## src/rtl/game_sfx_player.sv

```systemverilog
// Sound-effect sequencer: plays a 4-note square-wave tune per one-hot request.
// Optional SFX_QUEUE_EN adds a 1-deep pending slot for non-preempting requests.
module game_sfx_player #(
  parameter int unsigned HALF_BASE = 25000,
  parameter int unsigned NOTE_CYC  = 4000000
) (
  input  logic        apb_pclk,
  input  logic        apb_prstn,
  input  logic [12:0] audio,
  input  logic        audio_enable,
  input  logic        mute,
  output logic        buzzer,
  output logic        busy,
  output logic [3:0]  cur_sfx,
  output logic        sfx_done,
  output logic [7:0]  drop_cnt
);

  localparam int unsigned DurW  = (NOTE_CYC > 1) ? $clog2(NOTE_CYC) : 1;
  localparam int unsigned HalfW = $clog2(7 * HALF_BASE + 1);

  typedef enum logic {StIdle, StPlay} state_e;

  state_e             state_q, state_d;
  logic [3:0]         cur_q, cur_d;
  logic [1:0]         note_q, note_d;
  logic [DurW-1:0]    dur_q, dur_d;
  logic [HalfW-1:0]   half_q, half_d;
  logic               buz_q, buz_d;
  logic               done_q, done_d;
  logic [7:0]         drop_q, drop_d;
`ifdef SFX_QUEUE_EN
  logic               pend_vld_q, pend_vld_d;
  logic [3:0]         pend_k_q, pend_k_d;
`endif

  logic               req_vld;
  logic [3:0]         req_k;
  logic               start;
  logic [3:0]         start_k;
  logic               drop_inc;
  logic               note_end;
  logic [2:0]         cur_code, nxt_code, start_code;

  function automatic logic [2:0] note_code(input logic [3:0] k, input logic [1:0] n);
    int unsigned kk;
    kk = 32'(k);
    case (n)
      2'd0:    return 3'((kk % 7) + 1);
      2'd1:    return 3'(((kk + 2) % 7) + 1);
      2'd2:    return 3'(((kk + 4) % 7) + 1);
      default: return 3'd0;
    endcase
  endfunction

  // Counter reload value; meaningless for the rest code, where the buzzer stays low.
  function automatic logic [HalfW-1:0] half_reload(input logic [2:0] c);
    return HalfW'(HALF_BASE * (8 - 32'(c)) - 1);
  endfunction

  assign req_vld = audio_enable & (|audio);

  // Lowest set bit wins on multi-hot codes.
  always_comb begin
    req_k = 4'd0;
    for (int i = 12; i >= 0; i--) begin
      if (audio[i]) req_k = 4'(i);
    end
  end

  always_ff @(posedge apb_pclk or negedge apb_prstn) begin
    if (!apb_prstn) begin
      state_q    <= StIdle;
      cur_q      <= 4'hF;
      note_q     <= 2'd0;
      dur_q      <= '0;
      half_q     <= '0;
      buz_q      <= 1'b0;
      done_q     <= 1'b0;
      drop_q     <= 8'd0;
`ifdef SFX_QUEUE_EN
      pend_vld_q <= 1'b0;
      pend_k_q   <= 4'd0;
`endif
    end else begin
      state_q    <= state_d;
      cur_q      <= cur_d;
      note_q     <= note_d;
      dur_q      <= dur_d;
      half_q     <= half_d;
      buz_q      <= buz_d;
      done_q     <= done_d;
      drop_q     <= drop_d;
`ifdef SFX_QUEUE_EN
      pend_vld_q <= pend_vld_d;
      pend_k_q   <= pend_k_d;
`endif
    end
  end

  assign note_end   = (dur_q == DurW'(NOTE_CYC - 1));
  assign cur_code   = note_code(cur_q, note_q);
  assign nxt_code   = note_code(cur_q, note_q + 2'd1);
  assign start_code = note_code(start_k, 2'd0);

  always_comb begin
    state_d  = state_q;
    cur_d    = cur_q;
    note_d   = note_q;
    dur_d    = dur_q;
    half_d   = half_q;
    buz_d    = buz_q;
    done_d   = 1'b0;
    start    = 1'b0;
    start_k  = req_k;
    drop_inc = 1'b0;
`ifdef SFX_QUEUE_EN
    pend_vld_d = pend_vld_q;
    pend_k_d   = pend_k_q;
`endif
    case (state_q)
      StIdle: begin
        if (req_vld) start = 1'b1;
      end
      StPlay: begin
        // A request on the very last cycle always wins over natural completion.
        if (req_vld && ((req_k <= cur_q) || (note_end && (note_q == 2'd3)))) begin
          start = 1'b1;
        end else begin
          if (req_vld) begin
`ifdef SFX_QUEUE_EN
            drop_inc   = pend_vld_q;
            pend_vld_d = 1'b1;
            pend_k_d   = req_k;
`else
            drop_inc   = 1'b1;
`endif
          end
          if (note_end && (note_q == 2'd3)) begin
            done_d  = 1'b1;
            state_d = StIdle;
            cur_d   = 4'hF;
            note_d  = 2'd0;
            dur_d   = '0;
            half_d  = '0;
            buz_d   = 1'b0;
`ifdef SFX_QUEUE_EN
            if (pend_vld_q) begin
              start      = 1'b1;
              start_k    = pend_k_q;
              pend_vld_d = 1'b0;
            end
`endif
          end else if (note_end) begin
            note_d = note_q + 2'd1;
            dur_d  = '0;
            half_d = half_reload(nxt_code);
            buz_d  = (nxt_code != 3'd0);
          end else begin
            dur_d = dur_q + DurW'(1);
            if (half_q == '0) begin
              half_d = half_reload(cur_code);
              buz_d  = (cur_code != 3'd0) ? ~buz_q : 1'b0;
            end else begin
              half_d = half_q - HalfW'(1);
            end
          end
        end
      end
      default: state_d = StIdle;
    endcase
    if (start) begin
      state_d = StPlay;
      cur_d   = start_k;
      note_d  = 2'd0;
      dur_d   = '0;
      half_d  = half_reload(start_code);
      buz_d   = (start_code != 3'd0);
    end
    drop_d = (drop_inc && (drop_q != 8'hFF)) ? drop_q + 8'd1 : drop_q;
  end

  always_comb begin
    buzzer   = buz_q & ~mute;
    busy     = (state_q == StPlay);
    cur_sfx  = cur_q;
    sfx_done = done_q;
    drop_cnt = drop_q;
  end

endmodule
```

## config.mk

```make
export PLATFORM = sky130hd
export DESIGN_NAME = game_sfx_player
export DESIGN_NICKNAME = d
export VERILOG_FILES = /design/src/rtl/game_sfx_player.sv
export SDC_FILE = /design/constraint.sdc
export NUM_CORES = 1
export LEC_CHECK = 0
export CAP_MARGIN = 20
export CORE_UTILIZATION = 38
export CTS_BUF_LIST = sky130_fd_sc_hd__clkbuf_4 sky130_fd_sc_hd__clkbuf_8 sky130_fd_sc_hd__clkbuf_16
export DETAILED_ROUTE_END_ITERATION = 12
export PLACE_DENSITY = 0.55
export SLEW_MARGIN = 5
export SYNTH_ARGS = -nofsm -noshare
export SYNTH_HDL_FRONTEND = slang
export SYNTH_SLANG_ARGS = --single-unit
```

## constraint.sdc

```tcl
create_clock -name apb_pclk -period 19.49 [get_ports apb_pclk]
set_input_delay 3.898 -clock apb_pclk [delete_from_list [all_inputs] [get_ports apb_pclk]]
set_output_delay 3.898 -clock apb_pclk [all_outputs]
set_load 0.01 [all_outputs]
```

Word-level counts from Yosys, hierarchy flattened
Cells that the tools add are included.
Widths: inputs -> output; s select.
{"block": "word_totals", "reg_bits": 57, "n_memories": 0, "inputBits": 17, "latch_bits": 0, "out_inout_bits": 15, "mem_bits_ro": 0, "word_cells": 118, "ram_bits": 0}
{"block": "classes", "n_eq_ne": 8, "n_mux": 54, "n_mul": 3, "reduce_logical": 19, "n_addsub": 16, "n_bitwise": 5, "magnitude_cmp": 1, "n_shift": 0, "div": 4}
{"cell": "$mux 22", "n": 5}
{"cell": "$mux 18", "n": 6}
{"cell": "$mul 12x32->15 const A", "n": 3}
{"cell": "$sub 18x1->18 const B", "n": 4}
{"cell": "$mux 4", "n": 17}
{"cell": "$mod 32x3->32 const B", "n": 2}
{"cell": "$mod 4x3->32 const B", "n": 2}
{"cell": "$add 22x1->22 const B", "n": 1}
{"cell": "$eq 22x22->1 const B", "n": 1}
{"cell": "$logic_not 18->1", "n": 1}
{"cell": "$mux 1", "n": 18}
{"cell": "$pmux 3 s3", "n": 2}
{"cell": "$sub 4x3->5 const A", "n": 3}
{"cell": "$reduce_or 13->1", "n": 1}
{"cell": "$add 3x1->3 const B", "n": 4}
{"cell": "$reduce_bool 3->1", "n": 4}
{"cell": "$mux 2", "n": 5}
{"cell": "$reduce_and 3->1", "n": 3}
{"cell": "$add 8x1->8 const B", "n": 1}
{"cell": "$ne 8x8->1 const B", "n": 1}
{"cell": "$eq 2x2->1 const B", "n": 3}
{"cell": "$add 4x2->5 const B", "n": 1}
{"cell": "$add 4x3->5 const B", "n": 1}
{"cell": "$eq 2x1->1 const B", "n": 2}
{"cell": "12 further kinds", "n": 19}

Depth between registers and ports, before layout
Gate-level depths: netlist (run 1).
{"block": "depth", "word_depth": 20, "ltp_mapped": 35, "ltp_nobuf": 35}

Least setup slack after synthesis (run 1)
No wires, ideal clock.
{"block": "synth_path", "path_type": "input to register", "start": "in audio[0]", "end": "reg half_q[17]", "path_buffers": 1, "t_required_ns": 19.358, "arrival_time_ns": 9.687, "slack_ns": 9.671, "path_stages": 26, "setup_time_ns": 0.132, "cell_sequence": "or4_1 -> a21oi_1 -> ha_1 -> ha_1 -> xor2_1 -> ha_1 -> mux2i_1 -> o21bai_1 -> mux2_2 -> ha_1 -> clkbuf_1 -> nor2_1 -> and2_1 -> ha_1 -> fa_1 -> ha_1 -> inv_1 -> fa_1 -> xnor2_1 -> nor4b_1 -> and3_1 -> nand2_1 -> nor3_1 -> xnor2_1 -> a22oi_1 -> o211ai_2"}
{"block": "synth_via", "elab_chain_cells": 8, "word_cells_on_any_way": 18, "cone_classes": "add/sub (3); mul (1); div (1); order compare (1); eq/ne (1); mux (5); bitwise (1); reduce/logical (5)"}
{"item": "start: declaration", "line": "9", "text": "input logic [12:0] audio,"}
{"item": "parallel branches: the longest is 8 deep, another holds $mod 4x3->32"}
{"item": "end signal: assignment", "line": "90", "text": "half_q <= half_d;"}
{"item": "end: declaration", "line": "28", "text": "logic [HalfW-1:0] half_q, half_d;"}
Parallel ways; which one is timed is not known.
A chain may end at the register's enable or synchronous reset.

Final worst setup path (run 1)
{"block": "layout_path", "start": "in audio[11]", "end": "reg half_q[17]"}
{"block": "layout_via", "elab_chain_cells": 19, "word_cells_on_any_way": 29, "cone_classes": "add/sub (3); mul (1); div (1); order compare (1); eq/ne (1); mux (16); bitwise (1); reduce/logical (5)"}
{"item": "parallel branches: the longest is 19 deep, another holds $mux 4"}
Parallel ways; which one is timed is not known.

==> out/metrics.yaml, run 1 <==
drive_above_1_share_pct: 6.04
cpPeakStageDelay_ns: 0.55
synthAdderAreaFrac_pct: 21.4
worstPathArrival_ns: 10.81
clk_pin_slew_ns: 0.05
timing.final.crit_share_pct: 54.4
synth-compound-area-share_pct: 18.3
rsz0062_at_grt: "false"
grt_pass1_wl_mm: 28.8
numCtsBuffers: 9
die_height_um: 136
ys_ff_latch: 57
clkLatencyLatePin_ns: 0.33
grt_pass1_vias: 5739
drt_pass1_iterations: 5
ys_seq_area_share_pct: 20.9
syn_area_um2: 6850
tns_ns: 0
slew_headroom_pct: 36.8
synth_top_family_by_area: "simple AND/OR/NAND/NOR gates"
period_minus_slack_ns: 10.61
track_usage_pct: 19.5
vias_per_cell: 5.53
start_kind: "input port"
drtIter0Drc: 359
hold_path_class: "reg -> reg"
synth_most_common_cell: "ha_1"
holdBufCountCts: 0
worstPathMaxFanout: 8
post-cts-setup-buffer-count: 0
clk_path_buf_depth: 2
wl_mm: 17.1
io_pins: 32
synth.avg_cell_area_um2: 8.22
finalHoldViolCount: 0
n_antenna_cell: 0
ctsResizeCount: 0
areaGrowthSynthToFinish_pct: 12.6
cts_tree: "done"
slowest_stage: "fa_1"
die_w_um: 136
utilization_pct: 44.1
synth_mux_area_share_pct: 2.06
setup_viol: 0
synthFlopType: "dfrtp_1"
cp-end-kind: "flop"
required_ns: 19.69
synth_top_cells_by_count: "ha_1, nand2_1, nor2_1, dfrtp_1, o21ai_0"
synth_edf_count: 0
max_cap_violations: 0
maxSlewViolCount: 0
pre_cts_ws_ns: 8.58
tightest_slew_ns: 0.945
yosysWarnings: 0
wire_per_inst_um: 15.8
syn_inst: 833
initial_core_util_pct: 39.2
coreArea_um2: 17500
crit_type: "in -> reg"
htreeDepth: 3
io_buffers: 31
yosysUniqueCellTypes: 84
syn_nets: 963
netlist.area_leader.share_pct: 19.4
fmax_mhz: 94.3
gp_congestion: 0.837
cts_root_buf: "clkbuf_16"
ant_nets: 0
async_reset_ff_share_pct: 100
synth-simple-area-share_pct: 23.3
num_rows: 48
yosysTopAreaCell: "dfrtp_1"
nets: 986
setup_ws_ns: 8.88
drc: 0
vias: 6010
die_area_um2: 18600
antenna_found_initial: 0
cts.sinks: 57
status: "completed"
synthTopCellsByArea: "dfrtp_1, ha_1, xnor2_1"
grt_max_degree: 58
dp_hpwl_mm: 13.2
synth-xor-area-share_pct: 9.83
skew_ns: 0.00489
gr-total-overflow: 0
-- final timing paths --
kind                                   from          end  slack (ns)  cells past startpoint
worst max register to register   cur_sfx[3]   half_q[17]       11.12                     32
min in group asynchronous         apb_prstn    dur_q[20]        3.71                      2
worst min register to register  drop_cnt[6]  drop_cnt[6]        0.50                      1
worst min-delay path            drop_cnt[6]  drop_cnt[6]        0.50                      1
max in group asynchronous         apb_prstn    half_q[8]       15.28                      2
worst max-delay path              audio[11]   half_q[17]        8.88                     30
-- metrics by stage --
stage / instance area [um2] / hold WS [ns] / cells
finish: 7710 / 0.503 / 1086
CTS: 7710 / 0.505 / 1086
global placement: 7370 / 0.492 / 1070
floorplan: 6850 / 0.460 / 833
detailed placement: 7370 / 0.495 / 1070
global route: 7710 / 0.521 / 1086
-- routing by layer --
metal	vias to the layer above	global-route usage (%)	wire length, um
met5	-	0	0
met4	0	3.77	234
met3	26	2.68	604
met2	110	32.5	7900
met1	2834	26.7	8400
li1	3040	-	-
-- flip-flops by register name, indices dropped and copies added, names as in the netlist --
register and count:
cur_sfx 4, buz_q 1, half_q 18, note_q 2, dur_q 22, drop_cnt 8, sfx_done 1, busy 1
-- cells by family (layout without fill, tap and decap cells) --
group           count (synthesis)  count (layout)
compound gates                190             190
xor+xnor                       76              76
simple gates                  311             311
buf+inv                        73             101
mux                            13              13
fa+ha+maj                     113             113
flops                          57              57
-- final cells by class --
| cell class | count | area (um2) |
|---|---|---|
| well taps | 225 | 282 |
| multi-input cells | 703 | 5130 |
| clock buffers | 12 | 260 |
| repair buffers | 36 | 343 |
| inverters | 49 | 184 |
| flip-flops and latches | 57 | 1430 |
| clock inverters | 4 | 75.1 |
| fillers | 1715 | 9770 |
-- layout by cell type, fill, tap and decap left out, types with 7 or more instances in the layout --
master           netlist  layout
and2_1                 7       7
inv_1                 47      47
nor2_1                78      78
and3_1                12      12
clkdlybuf4s50_1        0      30
o21ai_0               49      49
nor3_1                25      25
nand2b_1              16      16
nand4_1               11      11
nor2b_1               13      13
a211oi_1               7       7
o211ai_1               8       8
fa_1                   7       7
o21a_1                 7       7
a21oi_1               37      37
clkbuf_16              0       9
ha_1                 106     106
o21ai_1               14      14
xnor2_1               44      44
xor2_1                31      31
nand3_1               21      21
nand2_1               81      81
dfrtp_1               53      53
-- critical path: cells and delay by family --
kind                       cells  cell delay (ns)
buffers and inverters          2             0.55
adders and majority gates      8             2.56
AOI/OAI and AO/OA              3             0.59
xor gates and xnor gates       3             0.45
muxes                          2             0.53
and+or+nand+nor               12             2.23
Power of run 1 is left out: the tool's default activity adds up to more than one toggle a clock period on the data nets, which glitch-free logic cannot reach.
==> run 2, diff against run 1 <==
Clock period 19.49 ns to 9.9 ns, I/O delays scaled along.
==> run 2 against run 1 <==
  * Via count is 0.25% higher
  * First-iteration DRC count decreased by 6.1%
  * Critical path depth down 4
  * Flip-flop and latch count did not move
  * Count of clock-buffer cells in the layout stayed put
  * Clock skew is 0.00053 ns higher
  * Largest cell class unchanged
==> out/metrics.yaml, run 2 (same netlist as run 1, synthesis figures left out) <==
cp-startpoint: "audio[0]"
rsz0062_at_grt: "false"
period_minus_slack_ns: 8.57
fmax_mhz: 117
worstPathMaxFanout: 8  # unchanged
slew_headroom_pct: 36.7  # -0.066 points
drt_pass1_iterations: 4  # -1
drc: 0  # unchanged
cts_root_buf: "clkbuf_16"
io_pins: 32  # unchanged
gr-total-overflow: 0  # unchanged
maxSlewViolCount: 0  # unchanged
required_ns: 10.11  # -9.58 ns
crit_top_cell: "ha_1"
cts.sinks: 57  # unchanged
track_usage_pct: 19.9  # +0.43 points
r2r_slack_ns: 1.64  # -9.48 ns
grt_pass1_wl_mm: 29.2  # +1.4%
cp-endpoint: "half_q[17]"
skew_ns: 0.00543  # +0.000533 ns
start_kind: "input port"
wire_per_inst_um: 16.1  # +2.0%
wl_mm: 17.5  # +2.2%
largest_reg_flops: 22  # unchanged
worstPathArrival_ns: 8.77  # -2.04 ns
hold_path_class: "reg -> reg"
post-cts-setup-buffer-count: 0  # unchanged
die_height_um: 136  # unchanged
initial_core_util_pct: 39.2  # unchanged
dp_hpwl_mm: 13.3  # +0.77%
num_rows: 48  # unchanged
finalHoldViolCount: 0  # unchanged
ctsResizeCount: 0  # unchanged
fillers: 1728  # +0.76%
min_path_cells: 1  # unchanged
holdBufCountCts: 0  # unchanged
cts_tree: "done"
regMostFlops: "dur_q"
nets: 988  # +0.20%
ant_nets: 0  # unchanged
die_area_um2: 18600  # unchanged
timing.final.crit_share_pct: 86.5
n_antenna_cell: 0  # unchanged
grt_pass1_vias: 5787  # +0.84%
holdWs_ns: 0.503  # +0.000329 ns
gp_congestion: 0.863  # +3.1%
io_buffers: 31  # unchanged
antenna_found_initial: 0  # unchanged
vias: 6025  # +0.25%
max_cap_violations: 0  # unchanged
rr_worst_depth: 33  # +3.1%
htreeDepth: 3  # unchanged
clk_pin_slew_ns: 0.05  # about the same
rr_endpoint: "half_q[15]"
cpPeakStageDelay_ns: 0.59  # +0.04 ns
coreArea_um2: 17500  # unchanged
final_common_cell: "ha_1"
utilization_pct: 44.2  # +0.086 points
r2r-start: "cur_sfx[2]"
tns_ns: 0  # unchanged
clk_path_buf_depth: 2  # unchanged
numCtsBuffers: 9  # unchanged
layout_common_cells: "ha_1, nand2_1, nor2_1, dfrtp_1, o21ai_0"
drive_above_1_share_pct: 6.26  # +0.22 points
status: "completed"
areaGrowthSynthToFinish_pct: 12.8
tightest_slew_ns: 0.946  # +0.000991 ns
slowest_stage: "or4_1"
die_w_um: 136  # unchanged
clkLatencyLatePin_ns: 0.33  # about the same
grt_max_degree: 58  # unchanged
setup_viol: 0  # unchanged
vias_per_cell: 5.54  # about the same
cp-end-kind: "flop"
crit_type: "in -> reg"
drtIter0Drc: 337  # -6.1%
## run 2: cell types whose count changed in the layout (fill, tap and decap cells not counted), sizes merged
| cell | before | now |
|---|---|---|
| buf | 6 | 8 |
## run 2: worst min-delay path by stage
stage,start,to,slack [ns]
detailed placement,drop_cnt[7],drop_cnt[7],0.49
finish,drop_cnt[6],drop_cnt[6],0.50
floorplan,dur_q[3],dur_q[3],0.46
CTS,drop_cnt[7],drop_cnt[7],0.50
global placement,drop_cnt[6],drop_cnt[6],0.49
global route,drop_cnt[7],drop_cnt[7],0.51
## run 2: area by class of cell
type                    instances  area (um2)  area share (%)
clock inverters                 4        75.1           0.972
inverters                      49         184            2.38
multi-input cells             703        5130            66.5
flip-flops and latches         57        1430            18.5
well taps                     225         282            3.64
repair buffers                 38         358            4.63
clock buffers                  12         260            3.37
## run 2: per-layer routing
layer  up-vias  routed length [um]  share of wire [%]  track usage [%]
met2        93                8190                 47             33.5
met5         -                   0                  0                0
met4         0                 221                1.3             4.38
li1       3031                   -                  -                -
met1      2882                8600                 49             27.0
met3        19                 505                2.9             2.46
## run 2: critical path, delay by kind of cell
kind,cells,cell delay [ns]
XOR/XNOR,3,0.44
buffers and inverters,2,0.51
AO/OA/AOI/OAI,3,0.59
multiplexers,2,0.54
AND/OR/NAND/NOR,9,2.38
adder cells (fa/ha/maj),7,2.33
## run 2: stage by stage
stage	cell area [um2]	std cells	worst slack [ns]
floorplan	6850	833	2.00
global placement	7390	1072	1.12
detailed placement	7390	1072	0.990
CTS	7720	1088	1.31
global route	7720	1088	0.776
finish	7720	1088	1.33
Power of run 2 is left out for the same reason.
==> run 3, diff against run 2 <==
Settings changed: PLACE_DENSITY 0.55 to 0.57.
Clock period 9.9 ns to 7.15 ns, I/O delays scaled along.
==> run 3 against run 2 <==
  * Cell count is 9.7% higher
  * Critical endpoint unchanged
  * Routed wire length grew 6.7%
  * Global-route usage rose by 0.53 points
  * Clock skew rose by 0.0045 ns
  * Via count up 6.9%
  * Critical path depth stayed put
  * Sequential share of layout area fell by 2.8 points
  * Design area rose by 18%
  * Die area unchanged
  * Worst setup slack got worse by 1.1 ns
==> out/metrics.yaml, run 3 (same netlist as run 1, synthesis figures left out) <==
drt_pass1_iterations: 7  # +3
hold_path_class: "reg -> reg"
nets: 1093  # +11%
cts_tree: "done"
worstPathMaxFanout: 3  # -5
clk_pin_slew_ns: 0.06  # about the same
areaGrowthSynthToFinish_pct: 33.0
grt_pass1_wl_mm: 30.1  # +2.9%
antenna_found_initial: 0  # unchanged
track_usage_pct: 20.4  # +0.53 points
io_buffers: 31  # unchanged
setup_viol: 0  # unchanged
cts_root_buf: "clkbuf_16"
holdWs_ns: 0.494  # -0.00883 ns
clkLatencyLatePin_ns: 0.34  # about the same
slew_headroom_pct: 47.4  # +11 points
wire_per_inst_um: 15.7  # -2.7%
crit_type: "in -> reg"
cts.sinks: 57  # unchanged
final_common_cell: "buf_4"
slowest_stage: "or4_4"
start_kind: "input port"
largest_reg_flops: 22  # unchanged
drtIter0Drc: 412  # +22%
gr-total-overflow: 0  # unchanged
timing.final.crit_share_pct: 97.0
grt_max_degree: 58  # unchanged
n_antenna_cell: 0  # unchanged
regMostFlops: "dur_q"
tightest_slew_ns: 0.789  # -0.157 ns
coreArea_um2: 17500  # unchanged
finalHoldViolCount: 0  # unchanged
clk_path_buf_depth: 2  # unchanged
crit_top_cell: "ha_2"
maxSlewViolCount: 0  # unchanged
grt_pass1_vias: 6002  # +3.7%
die_w_um: 136  # unchanged
num_rows: 48  # unchanged
dp_hpwl_mm: 13.9  # +4.3%
io_pins: 32  # unchanged
gp_congestion: 0.855  # -0.92%
drc: 0  # unchanged
cpPeakStageDelay_ns: 0.59  # about the same
period_minus_slack_ns: 6.94
ant_nets: 0  # unchanged
htreeDepth: 3  # unchanged
wl_mm: 18.7  # +6.7%
cp-end-kind: "flop"
die_area_um2: 18600  # unchanged
max_cap_violations: 0  # unchanged
initial_core_util_pct: 39.2  # unchanged
skew_ns: 0.00989  # +0.00446 ns
required_ns: 7.36  # -2.75 ns
worstPathArrival_ns: 7.15  # -1.62 ns
numCtsBuffers: 9  # unchanged
layout_common_cells: "buf_4, nand2_1, nor2_1, ha_1, dfrtp_1"
drive_above_1_share_pct: 24.7  # +18 points
vias_per_cell: 5.40  # -2.5%
fillers: 1612  # -6.7%
die_height_um: 136  # unchanged
status: "completed"
fmax_mhz: 144
vias: 6442  # +6.9%
==> run 3: cell type report <==
type                    instances  area [um2]  area share [%]
clock buffers                  11         246            2.71
clock inverters                 5        55.1           0.604
inverters                      49         184            2.02
multi-input cells             703        5730            62.9
flip-flops and latches         57        1430            15.7
well taps                     225         282            3.09
repair buffers                143        1180            13.0
==> run 3: through the flow <==
stage / instances / utilization, % / setup slack [ns] / TNS (ns) / cell area, um2
2_1_floorplan: 833 / - / 0.0153 / 0 / 6880
3_3_place_gp: 1162 / 46.3 / -0.206 / -0.372 / 8090
3_5_place_dp: 1162 / 46.3 / -0.329 / -0.770 / 8090
4_1_cts: 1180 / 48.3 / 0.0121 / 0 / 8440
5_1_grt: 1193 / 52.1 / -0.0652 / -0.174 / 9110
6_report: 1193 / 52.1 / 0.215 / 0 / 9110
==> run 3: critical path: cells and delay by family <==
kind	cells	cell delay (ns)
fa+ha+maj	8	2.16
simple gates	6	1.49
xor+xnor	4	0.58
compound gates	4	0.56
buf+inv	2	0.48
mux	2	0.43
==> run 3: routing by layer <==
metal | track usage (%) | up-vias | routed length [um]
li1 | - | 3246 | -
met1 | 29.0 | 3061 | 9070
met2 | 31.9 | 108 | 8620
met3 | 3.09 | 27 | 681
met4 | 5.62 | 0 | 319
met5 | 0 | - | 0
==> run 3: worst paths after layout <==
| check | slack (ns) | cells after the start | end | startpoint |
|---|---|---|---|---|
| setup / recovery | 0.21 | 26 | half_q[17] | audio[2] |
| hold / removal | 0.49 | 1 | dur_q[3] | dur_q[3] |
| setup reg to reg | 0.28 | 32 | half_q[15] | cur_sfx[2] |
| hold reg to reg | 0.49 | 1 | dur_q[3] | dur_q[3] |
| max in group asynchronous | 5.39 | 2 | half_q[15] | apb_prstn |
| min in group asynchronous | 1.24 | 2 | dur_q[18] | apb_prstn |
==> run 3: timing repair <==
action,CTS,global route
pin swaps,8,57
hold buffers,0,0
buffers inserted,2,14
gates resized for setup,7,101
setup endpoints to repair,5,9
Power of run 3 is left out for the same reason.
